==> config.mk <==
export PLATFORM = sky130hd
export DESIGN_NAME = cube_root_seq
export DESIGN_NICKNAME = d
export VERILOG_FILES = /design/src/rtl/cube_root_pkg.sv /design/src/rtl/cube_root_seq.sv
export SDC_FILE = /design/constraint.sdc
export NUM_CORES = 1
export LEC_CHECK = 0
export ABC_CLOCK_PERIOD_IN_PS = 6500
export BUFFER_PORTS_ARGS = -buffer_cell sky130_fd_sc_hd__buf_2
export CORE_MARGIN = 2
export CORE_UTILIZATION = 45
export CTS_CLUSTER_DIAMETER = 60
export DETAILED_ROUTE_END_ITERATION = 10
export HOLD_SLACK_MARGIN = 0.12
export REMOVE_ABC_BUFFERS = 1
export SYNTH_ARGS = -nofsm -noshare
export SYNTH_HDL_FRONTEND = slang
export SYNTH_SLANG_ARGS = --single-unit
==> constraint.sdc <==
create_clock -name clk -period 6.5 [get_ports clk]
set_input_delay 1.3 -clock clk [delete_from_list [all_inputs] [get_ports clk]]
set_output_delay 1.3 -clock clk [all_outputs]
set_load 0.1 [all_outputs]
==> src/rtl/cube_root_pkg.sv <==
// Shared definitions for the integer cube-root sequencer: default widths and FSM state encodings.
// Imported by the datapath top and by the front-end/display modules that talk to it.
package cube_root_pkg;

  // Root width needed to cover a w-bit operand: ceil(w/3).
  function automatic int root_width(input int w);
    return (w + 2) / 3;
  endfunction

  localparam int DEF_WIDTH = 20;
  localparam int DEF_RES_W = root_width(DEF_WIDTH);

  localparam int ST_W = 3;

  localparam logic [ST_W-1:0] ST_IDLE = 3'd0;
  localparam logic [ST_W-1:0] ST_SQ   = 3'd1;
  localparam logic [ST_W-1:0] ST_CUBE = 3'd2;
  localparam logic [ST_W-1:0] ST_CMP  = 3'd3;
  localparam logic [ST_W-1:0] ST_DONE = 3'd4;

endpackage

==> src/rtl/cube_root_seq.sv <==
// Bit-serial integer cube root: one root bit per square/cube/compare pass, MSB first.
// Owns the start/abort handshake with re-arm, and presents root/exact with a one-cycle done.
module cube_root_seq
  import cube_root_pkg::*;
#(
  parameter int WIDTH = DEF_WIDTH,
  parameter int RES_W = DEF_RES_W
) (
  input  logic             clk,
  input  logic             rst,
  input  logic             start,
  input  logic             abort,
  input  logic [WIDTH-1:0] operand,
  output logic             busy,
  output logic             done,
  output logic [RES_W-1:0] root,
  output logic             exact
);

  localparam int SQ_W   = 2 * RES_W;
  localparam int CUBE_W = 3 * RES_W;
  localparam int IDX_W  = (RES_W > 1) ? $clog2(RES_W) : 1;

  logic [ST_W-1:0]   state;
  logic [WIDTH-1:0]  op;
  logic [RES_W-1:0]  trial;
  logic [IDX_W-1:0]  idx;
  logic [SQ_W-1:0]   sq;
  logic [CUBE_W-1:0] cube;
  logic              eq;
  logic              armed;

  logic [RES_W-1:0]  cand;
  logic [CUBE_W-1:0] op_ext;
  logic              fits;
  logic [RES_W-1:0]  next_trial;
  logic              next_eq;

  // NOTE: every signal written here gets a default first, so no path can infer a latch.
  always_comb begin
    cand       = trial | (RES_W'(1) << idx);
    op_ext     = CUBE_W'(op);
    fits       = (cube <= op_ext);
    next_trial = fits ? cand : trial;
    next_eq    = eq | (cube == op_ext);
  end

  // NOTE: all state below uses non-blocking assignments so every register samples pre-edge values.
  always_ff @(posedge clk) begin
    if (rst) begin
      state <= ST_IDLE;
      op    <= '0;
      trial <= '0;
      idx   <= '0;
      sq    <= '0;
      cube  <= '0;
      eq    <= 1'b0;
      armed <= 1'b1;
      root  <= '0;
      exact <= 1'b0;
    end else begin
      // Re-arm whenever start is released; a held start therefore launches one run only.
      if (!start) armed <= 1'b1;

      case (state)
        ST_IDLE: begin
          if (start && armed && !abort) begin
            op    <= operand;
            trial <= '0;
            idx   <= IDX_W'(RES_W - 1);
            eq    <= (operand == '0);
            armed <= 1'b0;
            state <= ST_SQ;
          end
        end

        ST_SQ: begin
          if (abort) begin
            state <= ST_IDLE;
          end else begin
            sq    <= SQ_W'(cand) * SQ_W'(cand);
            state <= ST_CUBE;
          end
        end

        ST_CUBE: begin
          if (abort) begin
            state <= ST_IDLE;
          end else begin
            cube  <= CUBE_W'(sq) * CUBE_W'(cand);
            state <= ST_CMP;
          end
        end

        ST_CMP: begin
          if (abort) begin
            state <= ST_IDLE;
          end else begin
            trial <= next_trial;
            eq    <= next_eq;
            // Results are registered on the last compare so they are valid while done is high.
            if (idx == '0) begin
              root  <= next_trial;
              exact <= next_eq;
              state <= ST_DONE;
            end else begin
              idx   <= idx - IDX_W'(1);
              state <= ST_SQ;
            end
          end
        end

        ST_DONE: state <= ST_IDLE;

        default: state <= ST_IDLE;
      endcase
    end
  end

  assign busy = (state == ST_SQ) || (state == ST_CUBE) || (state == ST_CMP);
  assign done = (state == ST_DONE);

endmodule

**Word-level counts from Yosys, hierarchy flattened**

Cells that the tools add are included.

- Logic and storage cells: 61
- Flip-flop bits (word level): 78

- Reduce and logical (&&, ||, !) cells: 15
- Magnitude comparators: 1
- Equal/unequal tests: 8
- Add/sub/neg operators: 1
- Multiplexer cells: 20
- Shifts and indexed selects: 1
- $mul: 2
- Bitwise operators: 3

Operators with widths:

| cell | number |
|---|---|
| equality test 21 x 20 -> 1 bit | 1 |
| <= comparator 21 x 20 -> 1 bit | 1 |
| multiplier 14 x 7 -> 21 bit | 1 |
| 2-to-1 mux 7 bit | 3 |
| zero test 20 bit | 1 |
| 2-to-1 mux 3 bit | 6 |
| multiplier 7 x 7 -> 14 bit | 1 |
| case mux 7 bit (2 select lines) | 1 |
| case mux 3 bit (4 select lines) | 1 |
| bitwise OR 7 bit | 1 |
| << shifter 1 x 3 -> 7 bit (first input constant) | 1 |
| equality test 3 x 2 -> 1 bit (second input constant) | 2 |
| zero test 3 bit | 2 |
| inequality test 2 bit (second input constant) | 3 |
| case mux 3 bit (2 select lines) | 1 |
| AND reduction 2 bit | 3 |
| AND reduction 3 bit | 2 |
| 2-to-1 mux 1 bit | 5 |
| 2-to-1 mux 2 bit | 2 |
| AND reduction 4 bit | 1 |
| equality test 3 x 1 -> 1 bit (second input constant) | 1 |
| equality test 3 bit (second input constant) | 1 |
| subtractor 3 x 1 -> 3 bit (second input constant) | 1 |
| logical AND 1 bit | 2 |
| other kinds (6) | 7 |

**Depth between registers and ports, before layout**

Gate-level depths: netlist of the first run.

- Word-level depth: 5
- Gate-level depth with buffers: 22

**Least setup slack after synthesis of the first run**

No wires, ideal clock.

- Path kind: register to register
- From: reg idx[0]
- To: reg cube[20]
- Required time: 6,370 ps
- Setup time: 130 ps
- Slack: 1,152 ps
- Buffers on the path: 1
- Cell stages (with the launch flop): 20
- Arrival: 5,218 ps
- Path through: dfxtp_1 -> inv_1 -> ha_1 -> a21oi_1 -> inv_1 -> clkbuf_1 -> and2_1 -> fa_1 -> fa_1 -> fa_1 -> inv_1 -> fa_1 -> inv_1 -> ha_1 -> a21o_1 -> a21o_1 -> a31o_1 -> a311oi_2 -> mux2i_1 -> nor3_2

- Longest elaborated chain between the ends: 3

Ends and longest elaborated chain:

| what | RTL line | RTL |
|---|---|---|
| start: declaration | cube_root_seq.sv:27 | `logic [IDX_W-1:0] idx;` |
| start signal: assignment | cube_root_seq.sv:70 | `idx <= IDX_W'(RES_W - 1);` |
| start signal: assignment | cube_root_seq.sv:107 | `idx <= idx - IDX_W'(1);` |
| << shifter 1 x 3 -> 7 bit | cube_root_seq.sv:41 | `cand = trial \| (RES_W'(1) << idx);` |
| bitwise OR 7 bit | cube_root_seq.sv:41 |  |
| multiplier 14 x 7 -> 21 bit | cube_root_seq.sv:90 | `cube <= CUBE_W'(sq) * CUBE_W'(cand);` |
| end signal: assignment | cube_root_seq.sv:90 |  |
| end: declaration | cube_root_seq.sv:29 | `logic [CUBE_W-1:0] cube;` |

Every way passes these cells.
A chain may end at the register's enable or synchronous reset.

**Final worst setup path of the first run**

Ends and elaborated chain as after synthesis.

==> results of run 1 <==
registers in the layout (all words and copies together) (netlist names):
signal,cells
cube,21
op,20
sq,13
root,7
trial,7
idx,3
state,3
armed,1
eq,1
exact,1
cell usage after synthesis (all sizes together) (16+ instances only):
library cell,instances
ha,88
a211oi,16
inv,118
nand2,143
dfxtp,77
fa,73
a21oi,78
clkbuf,25
nor2,52
and2,66
o21ai,19
path summary, 6_finish.rpt:
kind / endpoint / startpoint / slack [ps]
setup / recovery: cube[20] / idx[0] / 610
setup reg to reg: cube[20] / idx[0] / 610
hold reg to reg: root[5] / root[5] / 450
hold / removal: root[5] / root[5] / 450
final cells by class:
cell class	instances	area share, %
Multi-Input combinational cell	708	67.00
Inverter	119	5.257
Clock buffer	11	2.739
Tap cell	225	3.313
Sequential cell	77	18.14
Clock inverter	5	1.252
Timing Repair Buffer	37	2.297
worst register-to-register path, stage by stage, from the launching register on:
cell and delay, ps:
dfxtp_1 400, inv_1 110, ha_1 240, a21oi_1 510, inv_1 430, and2_1 310, fa_1 520, fa_1 440
fa_1 550, inv_1 50, fa_1 520, inv_1 40, ha_1 400, a21o_1 230, a21o_1 180, a31o_1 220
a311oi_2 300, mux2i_1 250, nor3_2 60
placed cells by master (no fill, tap or decap), drive strengths merged, types with 4 or more instances in the layout:
cell type,instances
nand2,143
inv,119
ha,88
a21oi,78
dfxtp,77
fa,73
and2,66
nor2,52
buf,37
o21ai,19
a211oi,16
a21o,13
nand3,13
xnor2,13
nor3,13
xor2,12
clkbuf,11
a311oi,8
nor4,7
nand4,7
o21a,6
nand3b,6
conb,6
nor2b,5
and3,5
or3,5
nand2b,4
a22o,4
a211o,4
o21bai,4
a31oi,4
kinds of logic after synthesis:
family	Yosys count	share of synthesized area (%)
other cells	2	0.09621
xor+xnor	25	2.805
simple gates	340	21.65
mux	1	0.1282
buf+inv	154	7.517
fa+ha+maj	161	32.83
compound gates	175	15.23
flops	77	19.75
power by group:
| group | internal, W | total (W) | leakage (nW) | switching [W] |
|---|---|---|---|---|
| registers | 0.000483 | 0.000493 | 0.623 | 0.0000103 |
| logic | 0.0000569 | 0.000172 | 3.24 | 0.000115 |
| clock network | 0.000377 | 0.000589 | 0.160 | 0.000212 |
metrics by stage:
stage	utilization, %	instances	worst slack, ps	instance area (sq um)
finish	49.64	1182	606.7	8497
detailed placement	47.66	1166	654.9	8158
global route	49.64	1182	249.9	8497
floorplan	-	904	1226	7681
global placement	47.66	1166	840.9	8158
CTS	49.64	1182	630.2	8497
routing by layer:
metal | vias to the layer above | track usage, % | wire length (um)
met5 | - | 0 | 0
met1 | 2990 | 27.91 | 8596
met2 | 85 | 34.03 | 7924
met4 | 0 | 4.514 | 184
li1 | 3128 | - | -
met3 | 15 | 2.993 | 608
==> insert_results.sql, run 1 <==
INSERT INTO impl_metrics (metric_group, metric, value, unit) VALUES
('critical_path', 'cp_data_required_time', '6710', 'ps'),
('synth', 'post_synthesis_area_per_instance', '8.349', 'sq um'),
('clock_tree', 'htreeDepth', '3', ''),
('outcome', 'run_status', 'complete, no violations', ''),
('hold_path', 'hold_path_depth', '2', ''),
('grt', 'gr-usage-all-layers', '20.34', '%'),
('synth', 'yosysWarningCount', '0', ''),
('power', 'total_power', '0.001254', 'W'),
('timing', 'worst_hold_slack_after_final_layout', '452.6', 'ps'),
('synth', 'netlist.area_leader.share', '19.75', '%'),
('timing', 'timing.final.setup_violations', '0', ''),
('routing', 'via_count_of_the_routed_design', '6218', ''),
('floorplan', 'initial_utilization', '45.61', '%'),
('clock_tree', 'clk_pin_slew_worst_paths', '70', 'ps'),
('timing', 'report.final.slew_viol_count', '0', ''),
('layout', 'seqCellArea', '1541', 'sq um'),
('synth', 'synthTopCellsByArea', 'dfxtp_1, fa_1, ha_1', ''),
('synth', 'post_synth_num_cell_types', '67', ''),
('clock_tree', 'clockBufferDepth', '2', ''),
('place', 'placement.io_buffers', '33', ''),
('critical_path', 'cp_cell_sequence', 'inv_1, ha_1, a21oi_1, inv_1, and2_1, fa_1, fa_1, fa_1, inv_1, fa_1, inv_1, ha_1, a21o_1, a21o_1, a31o_1, a311oi_2, mux2i_1, nor3_2', ''),
('critical_path', 'critical_path_cell_count', '18', ''),
('grt', 'number_of_antenna_violations_at_the_first_check_in_global_routing', '0', ''),
('timing', 'hold_violations', '0', ''),
('critical_path', 'cp-end-kind', 'flop', ''),
('clock_tree', 'cts-hold-fix-buffers', '0', ''),
('routing', 'detail_route.iter0.violations', '300', ''),
('timing', 'worst_clock_skew', '10.69', 'ps'),
('floorplan', 'placementRows', '48', ''),
('clock_tree', 'clkLatencyLatePin', '350', 'ps'),
('critical_path', 'cp_top_family', 'adder cells', ''),
('floorplan', 'dieWidth', '135.7', 'um'),
('grt', 'grt_first_pass_wirelength', '30010', 'um'),
('routing', 'detail_route.drc_violations', '0', ''),
('run', 'timing.max_cap.violations', '0', ''),
('synth', 'yosysTopAreaCell', 'dfxtp_1', ''),
('clock_tree', 'cts_setup_buffers', '0', ''),
('layout', 'syn2layout_area_growth', '8.848', '%'),
('synth', 'synth_async_sr_flop_share', '0', '%'),
('timing', 'final.setup.tns', '0', 'ps'),
('critical_path', 'crit_path_top_delay_cell', 'fa_1', ''),
('timing', 'transition_time_at_the_pin_with_the_least_slew_margin', '990.1', 'ps'),
('power', 'vdd_ir_drop_max', '0.1326', 'mV'),
('routing', 'drt_pre_antenna_iters', '4', ''),
('critical_path', 'timing.setup.critical_path_class', 'reg -> reg', ''),
('timing', 'grt_setup_unrepaired', 'no', ''),
('timing', 'timing.slew.headroom', '33.92', '%'),
('timing', 'minimum_clock_period_after_layout', '5893', 'ps'),
('floorplan', 'die-area', '18420', 'sq um'),
('floorplan', 'ioPinCount', '34', ''),
('clock_tree', 'tritoncts', 'built', ''),
('critical_path', 'worstSetupStartpointType', 'flop', ''),
('critical_path', 'cells_on_worst_reg2reg_path', '18', ''),
('grt', 'grt_start_max_net_pins', '55', ''),
('routing', 'postRouteAntennaNets', '0', ''),
('synth', 'post_synth_inst_count', '935', ''),
('grt', 'grt_remaining_overflow', '0', ''),
('power', 'cellPowerDensity', '147.6', 'nW/um^2'),
('layout', 'design.final.nets', '1137', ''),
('critical_path', 'timing.critical_path.fanout_max', '16', ''),
('routing', 'post_drt_wl_per_cell', '14.65', 'um'),
('clock_tree', 'tritoncts_num_sinks', '77', ''),
('synth', 'synth_sequential_area_ratio', '19.75', '%'),
('power', 'static-leakage-power', '4.027', 'nW'),
('synth', 'flops_latches_synth', '77', ''),
('clock_tree', 'cts_inserted_buffers', '9', ''),
('synth', 'synth_edf_count', '0', ''),
('layout', 'multi_input_area', '5693', 'sq um'),
('synth', 'netlist_area', '7806', 'sq um'),
('layout', 'antenna-diode-count', '0', ''),
('hold_path', 'timing.hold.worst.class', 'reg -> reg', '');
(Power assumes the default switching activity.)
==> run 2, diff against run 1 <==
- ABC_CLOCK_PERIOD_IN_PS: 6500 -> 7200
- clock period: 6.5 -> 7.2 ns (I/O delays scaled with it)
==> insert_results.sql, run 2 (synthesis gave the netlist of run 1 again) <==
INSERT INTO impl_metrics (metric_group, metric, value, unit) VALUES
('outcome', 'run_status', 'complete, no violations', ''),
('layout', 'largest_register_ffs', '21', ''),
('layout', 'most-common-layout-cells', 'nand2_1, inv_1, ha_1', ''),
('place', 'place_congestion', '0.8836', ''),
('power', 'static-leakage-power', '4.008', 'nW'),
('routing', 'drt_pre_antenna_iters', '4', ''),
('power', 'power_report.internal_total', '0.0007573', 'W'),
('timing', 'timing.final.setup_violations', '0', ''),
('place', 'place_worst_setup_slack', '1451', 'ps'),
('floorplan', 'dieWidth', '135.7', 'um'),
('critical_path', 'cpPeakStageDelay', '540', 'ps'),
('floorplan', 'die-area', '18420', 'sq um'),
('floorplan', 'die_height', '135.7', 'um'),
('floorplan', 'placementRows', '48', ''),
('power', 'vdd_ir_drop_max', '0.1074', 'mV'),
('place', 'place_inst', '1167', ''),
('critical_path', 'cp-end-kind', 'flop', ''),
('clock_tree', 'clkLatencyLatePin', '350', 'ps'),
('power', 'total_switching_power', '0.0003012', 'W'),
('critical_path', 'timing.setup.critical_path_class', 'reg -> reg', ''),
('routing', 'detail_route.iter0.violations', '227', ''),
('routing', 'total_length_of_routed_wires', '17170', 'um'),
('run', 'timing.max_cap.violations', '0', ''),
('critical_path', 'cp_cell_sequence', 'inv_1, ha_1, a21oi_1, inv_1, and2_1, fa_1, fa_1, fa_1, inv_1, fa_1, inv_1, ha_1, a21o_1, a21o_1, a31o_1, a311oi_2, mux2i_1, nor3_2', ''),
('timing', 'worst_clock_skew', '11.30', 'ps'),
('layout', 'mostFrequentLayoutCell', 'nand2_1', ''),
('power', 'power.share.switching', '28.46', '%'),
('timing', 'grt_setup_unrepaired', 'no', ''),
('hold_path', 'hold_start', 'cube[0]', ''),
('timing', 'transition_time_at_the_pin_with_the_least_slew_margin', '964.8', 'ps'),
('timing', 'hold_violations', '0', ''),
('grt', 'gr-usage-all-layers', '20.38', '%'),
('grt', 'grt_start_max_net_pins', '53', ''),
('power', 'seq_power_share', '42.1', '%'),
('critical_path', 'regToRegEndpoint', 'cube[20]', ''),
('grt', 'number_of_global_route_vias_before_repair', '6142', ''),
('timing', 'report.final.slew_viol_count', '0', ''),
('timing', 'timing.slew.headroom', '35.61', '%'),
('critical_path', 'crit_start', 'idx[0]', ''),
('layout', 'design.final.nets', '1138', ''),
('critical_path', 'cp_data_required_time', '7410', 'ps'),
('critical_path', 'worstSetupStartpointType', 'flop', ''),
('grt', 'grt_first_pass_wirelength', '30010', 'um'),
('power', 'combinationalPowerShare', '14.8', '%'),
('hold_path', 'hold-path-endpoint', 'cube[0]', ''),
('clock_tree', 'cts_setup_buffers', '0', ''),
('clock_tree', 'post_cts.resized_instances', '0', ''),
('routing', 'post_drt_wl_per_cell', '14.51', 'um'),
('layout', 'share_of_layout_cells_above_drive_strength_1', '8.142', '%'),
('grt', 'grt_remaining_overflow', '0', ''),
('clock_tree', 'tritoncts_num_sinks', '77', ''),
('critical_path', 'r2r_setup_slack', '1400', 'ps'),
('layout', 'post_layout_cell_count', '1183', ''),
('timing', 'minimum_clock_period_after_layout', '5797', 'ps'),
('hold_path', 'hold_path_depth', '2', ''),
('hold_path', 'timing.hold.worst.class', 'reg -> reg', ''),
('routing', 'drt-vias-per-instance', '5.190', ''),
('grt', 'number_of_antenna_violations_at_the_first_check_in_global_routing', '0', ''),
('power', 'cellPowerDensity', '125.2', 'nW/um^2'),
('floorplan', 'core_area', '17120', 'sq um'),
('power', 'total_power', '0.001059', 'W'),
('routing', 'via_count_of_the_routed_design', '6140', ''),
('layout', 'reg_top3', 'cube x21, op x20, sq x13', ''),
('clock_tree', 'cts_inserted_buffers', '9', ''),
('critical_path', 'cp.buffers_inverters', '4', ''),
('routing', 'detail_route.drc_violations', '0', ''),
('critical_path', 'cells_on_worst_reg2reg_path', '18', ''),
('floorplan', 'initial_utilization', '45.61', '%'),
('floorplan', 'ioPinCount', '34', ''),
('power', 'clkPwrFrac', '43.1', '%'),
('critical_path', 'crit_path_top_delay_cell', 'fa_1', ''),
('layout', 'final.fill_count', '1686', ''),
('critical_path', 'worstPathArrival', '6010', 'ps'),
('critical_path', 'reg2reg_from', 'idx[0]', ''),
('clock_tree', 'htreeDepth', '3', ''),
('critical_path', 'cp_top_family', 'adder cells', ''),
('clock_tree', 'cts-hold-fix-buffers', '0', ''),
('timing', 'finalCritPeriodShare', '80.51', '%'),
('critical_path', 'timing.critical_path.fanout_max', '18', ''),
('timing', 'fmax', '172.5', 'MHz'),
('clock_tree', 'clockBufferDepth', '2', ''),
('layout', 'antenna-diode-count', '0', ''),
('timing', 'final.setup.tns', '0', 'ps'),
('clock_tree', 'clk_pin_slew_worst_paths', '60', 'ps'),
('place', 'dp_hpwl', '13410', 'um'),
('layout', 'final_core_utilization', '49.41', '%'),
('clock_tree', 'cts_root_buf', 'clkbuf_16', ''),
('routing', 'postRouteAntennaNets', '0', ''),
('place', 'placement.io_buffers', '33', ''),
('timing', 'fin_ws', '1403', 'ps'),
('layout', 'largest-register', 'cube', ''),
('layout', 'syn2layout_area_growth', '8.335', '%'),
('clock_tree', 'tritoncts', 'built', '');
==> run 2: cell types whose count changed in the layout (fill, tap and decap cells not counted) <==
cell        delta
clkinv_2       +1
clkinvlp_4     +1
buf_4          +1
bufinv_16      -2
==> run 2: power groups by stage <==
stage	registers, W	logic [W]	clock network, W
floorplan	0.000452	0.000106	0
global placement	0.000455	0.000156	0
detailed placement	0.000455	0.000157	0
CTS	0.000446	0.000158	0.000468
global route	0.000447	0.000178	0.000485
finish	0.000446	0.000157	0.000456
==> run 2: through the flow <==
step                hold slack [ps]  cell area (sq um)
floorplan                     425.8               7681
global placement              439.4               8165
detailed placement            445.8               8165
CTS                           455.0               8457
global route                  471.4               8457
finish                        452.5               8457
==> run 2: routing by layer <==
layer	GRT usage [%]	vias up	part of all wire, %
met5	0	-	0
met4	5.150	0	1.1
li1	-	3136	-
met3	2.581	15	3.4
met2	33.75	93	46
met1	28.28	2896	49
==> run 2: worst reg2reg max path, cell delays in order, from the launching register on <==
cell and delay (ps):
dfxtp_1 410, inv_1 110, ha_1 240, a21oi_1 430, inv_1 390, and2_1 290, fa_1 460, fa_1 510
fa_1 540, inv_1 50, fa_1 520, inv_1 40, ha_1 400, a21o_1 240, a21o_1 180, a31o_1 220
a311oi_2 300, mux2i_1 270, nor3_2 70
==> run 2: area by class of cell <==
type	instances	area, sq um	area share, %
tap	225	281.5	3.329
inverter	119	446.7	5.282
clock inverter	5	58.81	0.6954
timing repair buffer	38	202.7	2.397
sequential	77	1541	18.23
clock buffer	11	232.7	2.752
multi-input combinational	708	5693	67.32
==> run 2: how the worst max path moves through the flow <==
stage | endpoint | slack, ps | depth (start not counted)
3_5_place_dp | cube[20] | 1450 | 18
4_1_cts | cube[20] | 1400 | 18
6_report | cube[20] | 1400 | 18
3_3_place_gp | cube[20] | 1630 | 18
2_1_floorplan | cube[20] | 1930 | 18
5_1_grt | cube[19] | 990 | 20
==> run 3, diff against run 2 <==
- ABC_AREA: default -> 1
- ABC_CLOCK_PERIOD_IN_PS: 7200 -> 5350
- clock period: 7.2 -> 5.35 ns (I/O delays scaled with it)
==> insert_results.sql, run 3 <==
INSERT INTO impl_metrics (metric_group, metric, value, unit) VALUES
('critical_path', 'crit_start', 'idx[0]', ''),
('synth', 'dominantRegCellSynth', 'dfxtp_1', ''),
('synth', 'flops_latches_synth', '77', ''),
('layout', 'largest_register_ffs', '21', ''),
('routing', 'drt-met1-wl', '8884', 'um'),
('timing', 'grt_setup_unrepaired', 'no', ''),
('clock_tree', 'post_cts.resized_instances', '0', ''),
('clock_tree', 'cts-hold-fix-buffers', '0', ''),
('grt', 'grt_start_max_net_pins', '43', ''),
('synth', 'post_synth_num_cell_types', '42', ''),
('critical_path', 'crit_path_top_delay_cell', 'fa_1', ''),
('clock_tree', 'clk_pin_slew_worst_paths', '60', 'ps'),
('routing', 'postRouteAntennaNets', '0', ''),
('routing', 'via_count_of_the_routed_design', '6992', ''),
('synth', 'synth.cells.most_frequent', 'inv_1, nand2_1, nor2_1', ''),
('hold_path', 'timing.hold.worst.class', 'reg -> reg', ''),
('place', 'dp_hpwl', '16010', 'um'),
('timing', 'hold_violations', '0', ''),
('critical_path', 'timing.critical_path.fanout_max', '11', ''),
('floorplan', 'initial_utilization', '46.33', '%'),
('critical_path', 'cp-end-kind', 'flop', ''),
('synth', 'netlist_area', '8041', 'sq um'),
('synth', 'yosysWarningCount', '0', ''),
('timing', 'final.setup.tns', '0', 'ps'),
('synth', 'synth_sequential_area_ratio', '19.17', '%'),
('floorplan', 'die-area', '18960', 'sq um'),
('routing', 'top_layer', 'met4', ''),
('critical_path', 'worstSetupStartpointType', 'flop', ''),
('critical_path', 'cpPeakStageDelay', '540', 'ps'),
('grt', 'grt_first_pass_wirelength', '31850', 'um'),
('clock_tree', 'clkLatencyLatePin', '350', 'ps'),
('place', 'place_inst', '1389', ''),
('grt', 'number_of_antenna_violations_at_the_first_check_in_global_routing', '0', ''),
('power', 'vdd_ir_drop_max', '0.1144', 'mV'),
('layout', 'most-common-layout-cells', 'inv_1, nand2_1, nor2_1', ''),
('grt', 'gr-usage-all-layers', '21.71', '%'),
('timing', 'report.final.slew_viol_count', '0', ''),
('layout', 'syn2layout_area_growth', '8.791', '%'),
('critical_path', 'critical_path.endpoint', 'cube[19]', ''),
('routing', 'detail_route.drc_violations', '0', ''),
('routing', 'detail_route.iter0.violations', '308', ''),
('floorplan', 'core_area', '17360', 'sq um'),
('timing', 'timing.slew.headroom', '48.26', '%'),
('floorplan', 'ioPinCount', '34', ''),
('outcome', 'run_status', 'complete, no violations', ''),
('synth', 'synthTopCellsByArea', 'dfxtp_1, fa_1, ha_1', ''),
('layout', 'antenna-diode-count', '0', ''),
('routing', 'routed-wl-met3', '605', 'um'),
('critical_path', 'critical_path_cell_count', '22', ''),
('critical_path', 'cp_cell_sequence', 'inv_1, ha_1, nand2_1, nand2_1, inv_1, nor2_1, fa_1, fa_1, fa_1, inv_1, fa_1, inv_1, ha_1, inv_1, o21ai_0, nor2_1, nand3_1, nand3_1, nand3_1, nand2_1, nor2_1, nor2_1', ''),
('timing', 'minimum_clock_period_after_layout', '4984', 'ps'),
('layout', 'share_of_layout_cells_above_drive_strength_1', '6.531', '%'),
('clock_tree', 'cts_root_buf', 'clkbuf_16', ''),
('routing', 'detailroute.wirelength.met2', '9851', 'um'),
('synth', 'yosysMostFrequentCell', 'inv_1', ''),
('floorplan', 'die_height', '137.7', 'um'),
('critical_path', 'regToRegEndpoint', 'cube[19]', ''),
('clock_tree', 'clockBufferDepth', '2', ''),
('routing', 'drt_pre_antenna_iters', '5', ''),
('place', 'placement.io_buffers', '33', ''),
('layout', 'reg_top3', 'cube x21, op x20, sq x13', ''),
('clock_tree', 'cts_inserted_buffers', '9', ''),
('critical_path', 'cells_on_worst_reg2reg_path', '22', ''),
('synth', 'synth_edf_count', '0', ''),
('timing', 'finalCritPeriodShare', '93.15', '%'),
('clock_tree', 'tritoncts', 'built', ''),
('timing', 'fmax', '200.7', 'MHz'),
('layout', 'design.final.nets', '1360', ''),
('grt', 'grt_remaining_overflow', '0', ''),
('critical_path', 'cp_top_family', 'adder cells', ''),
('critical_path', 'cp.buffers_inverters', '5', ''),
('clock_tree', 'cts_setup_buffers', '0', ''),
('power', 'cellPowerDensity', '188.2', 'nW/um^2'),
('timing', 'transition_time_at_the_pin_with_the_least_slew_margin', '775.2', 'ps'),
('layout', 'largest-register', 'cube', ''),
('synth', 'post_synth_inst_count', '1146', ''),
('critical_path', 'timing.setup.critical_path_class', 'reg -> reg', ''),
('synth', 'synth_async_sr_flop_share', '0', '%'),
('layout', 'post_layout_cell_count', '1404', ''),
('place', 'place_congestion', '0.8849', ''),
('synth', 'yosysTopAreaCell', 'dfxtp_1', ''),
('floorplan', 'dieWidth', '137.7', 'um'),
('routing', 'drt-vias-per-instance', '4.980', ''),
('routing', 'post_drt_wl_per_cell', '14.06', 'um'),
('critical_path', 'reg2reg_from', 'idx[0]', ''),
('critical_path', 'cp_data_required_time', '5590', 'ps'),
('synth', 'post_synthesis_area_per_instance', '7.017', 'sq um'),
('clock_tree', 'htreeDepth', '3', ''),
('power', 'static-leakage-power', '4.594', 'nW'),
('critical_path', 'worstPathArrival', '5220', 'ps'),
('timing', 'timing.final.setup_violations', '0', ''),
('run', 'timing.max_cap.violations', '0', ''),
('grt', 'number_of_global_route_vias_before_repair', '6565', ''),
('synth', 'netlist.area_leader.share', '19.17', '%'),
('clock_tree', 'tritoncts_num_sinks', '77', ''),
('critical_path', 'r2r_setup_slack', '370', 'ps'),
('critical_path', 'critical_path_s_most_frequent_cell', 'inv_1', ''),
('routing', 'total_length_of_routed_wires', '19740', 'um'),
('layout', 'mostFrequentLayoutCell', 'inv_1', ''),
('timing', 'worst_clock_skew', '5.551', 'ps'),
('floorplan', 'placementRows', '48', '');
-- run 3: layer usage --
| metal | vias up | global-route usage (%) |
|---|---|---|
| met3 | 23 | 2.575 |
| met4 | 0 | 7.675 |
| met1 | 3256 | 26.73 |
| met5 | - | 0 |
| met2 | 114 | 38.97 |
| li1 | 3599 | - |
-- run 3: metrics by stage --
stage | hold slack (ps) | instance area [sq um] | utilization (%) | total power [W] | setup WS, ps
CTS | 466.8 | 8748 | 50.40 | 0.001665 | 343.8
global route | 494.0 | 8748 | 50.40 | 0.001741 | 36.26
global placement | 452.9 | 8449 | 48.68 | 0.001024 | 522.1
floorplan | 437.6 | 7905 | - | 0.0009068 | 263.9
detailed placement | 457.5 | 8449 | 48.68 | 0.001027 | 368.8
finish | 460.6 | 8748 | 50.40 | 0.001646 | 366.3
-- run 3: where the power goes --
part	internal (W)	total [W]	switching, W
logic	0.000122	0.000392	0.000269
clock network	0.000373	0.000632	0.000258
registers	0.000603	0.000623	0.0000198
total	0.00110	0.00165	0.000548
-- run 3: cell type report --
type / instances / area (sq um)
Inverter: 235 / 884.6
Clock buffer: 10 / 239.0
Fill cell: 1763 / 8608
Timing Repair Buffer: 46 / 262.8
Clock inverter: 5 / 60.06
Multi-Input combinational cell: 806 / 5479
Tap cell: 225 / 281.5
Sequential cell: 77 / 1541
-- run 3: worst min path at each step --
stage,slack (ps),cells after the start,startpoint,end
after global placement,450,2,op[13],op[13]
after CTS,470,2,op[11],op[11]
after global routing,490,2,op[15],op[15]
after floorplan,440,2,op[10],op[10]
final,460,2,op[11],op[11]
after detailed placement,460,2,op[11],op[11]
-- run 3: tightest hold or removal path: cells and delay by family, from the launching register on --
family | cells | cell delay, ps
DFF | 1 | 300
buffers and inverters | 1 | 60
AOI/OAI and AO/OA | 1 | 60
-- run 3: logic make-up (layout without fill, tap and decap cells) --
logic type	count (synthesis)	count (layout)	share of synthesized area [%]
AOI/OAI and AO/OA	165	165	10.92
xor gates and xnor gates	13	13	1.416
adders and majority gates	161	161	31.87
buffers and inverters	267	296	12.88
DFF	77	77	19.17
other	2	6	0.09339
and+or+nand+nor	461	461	23.65
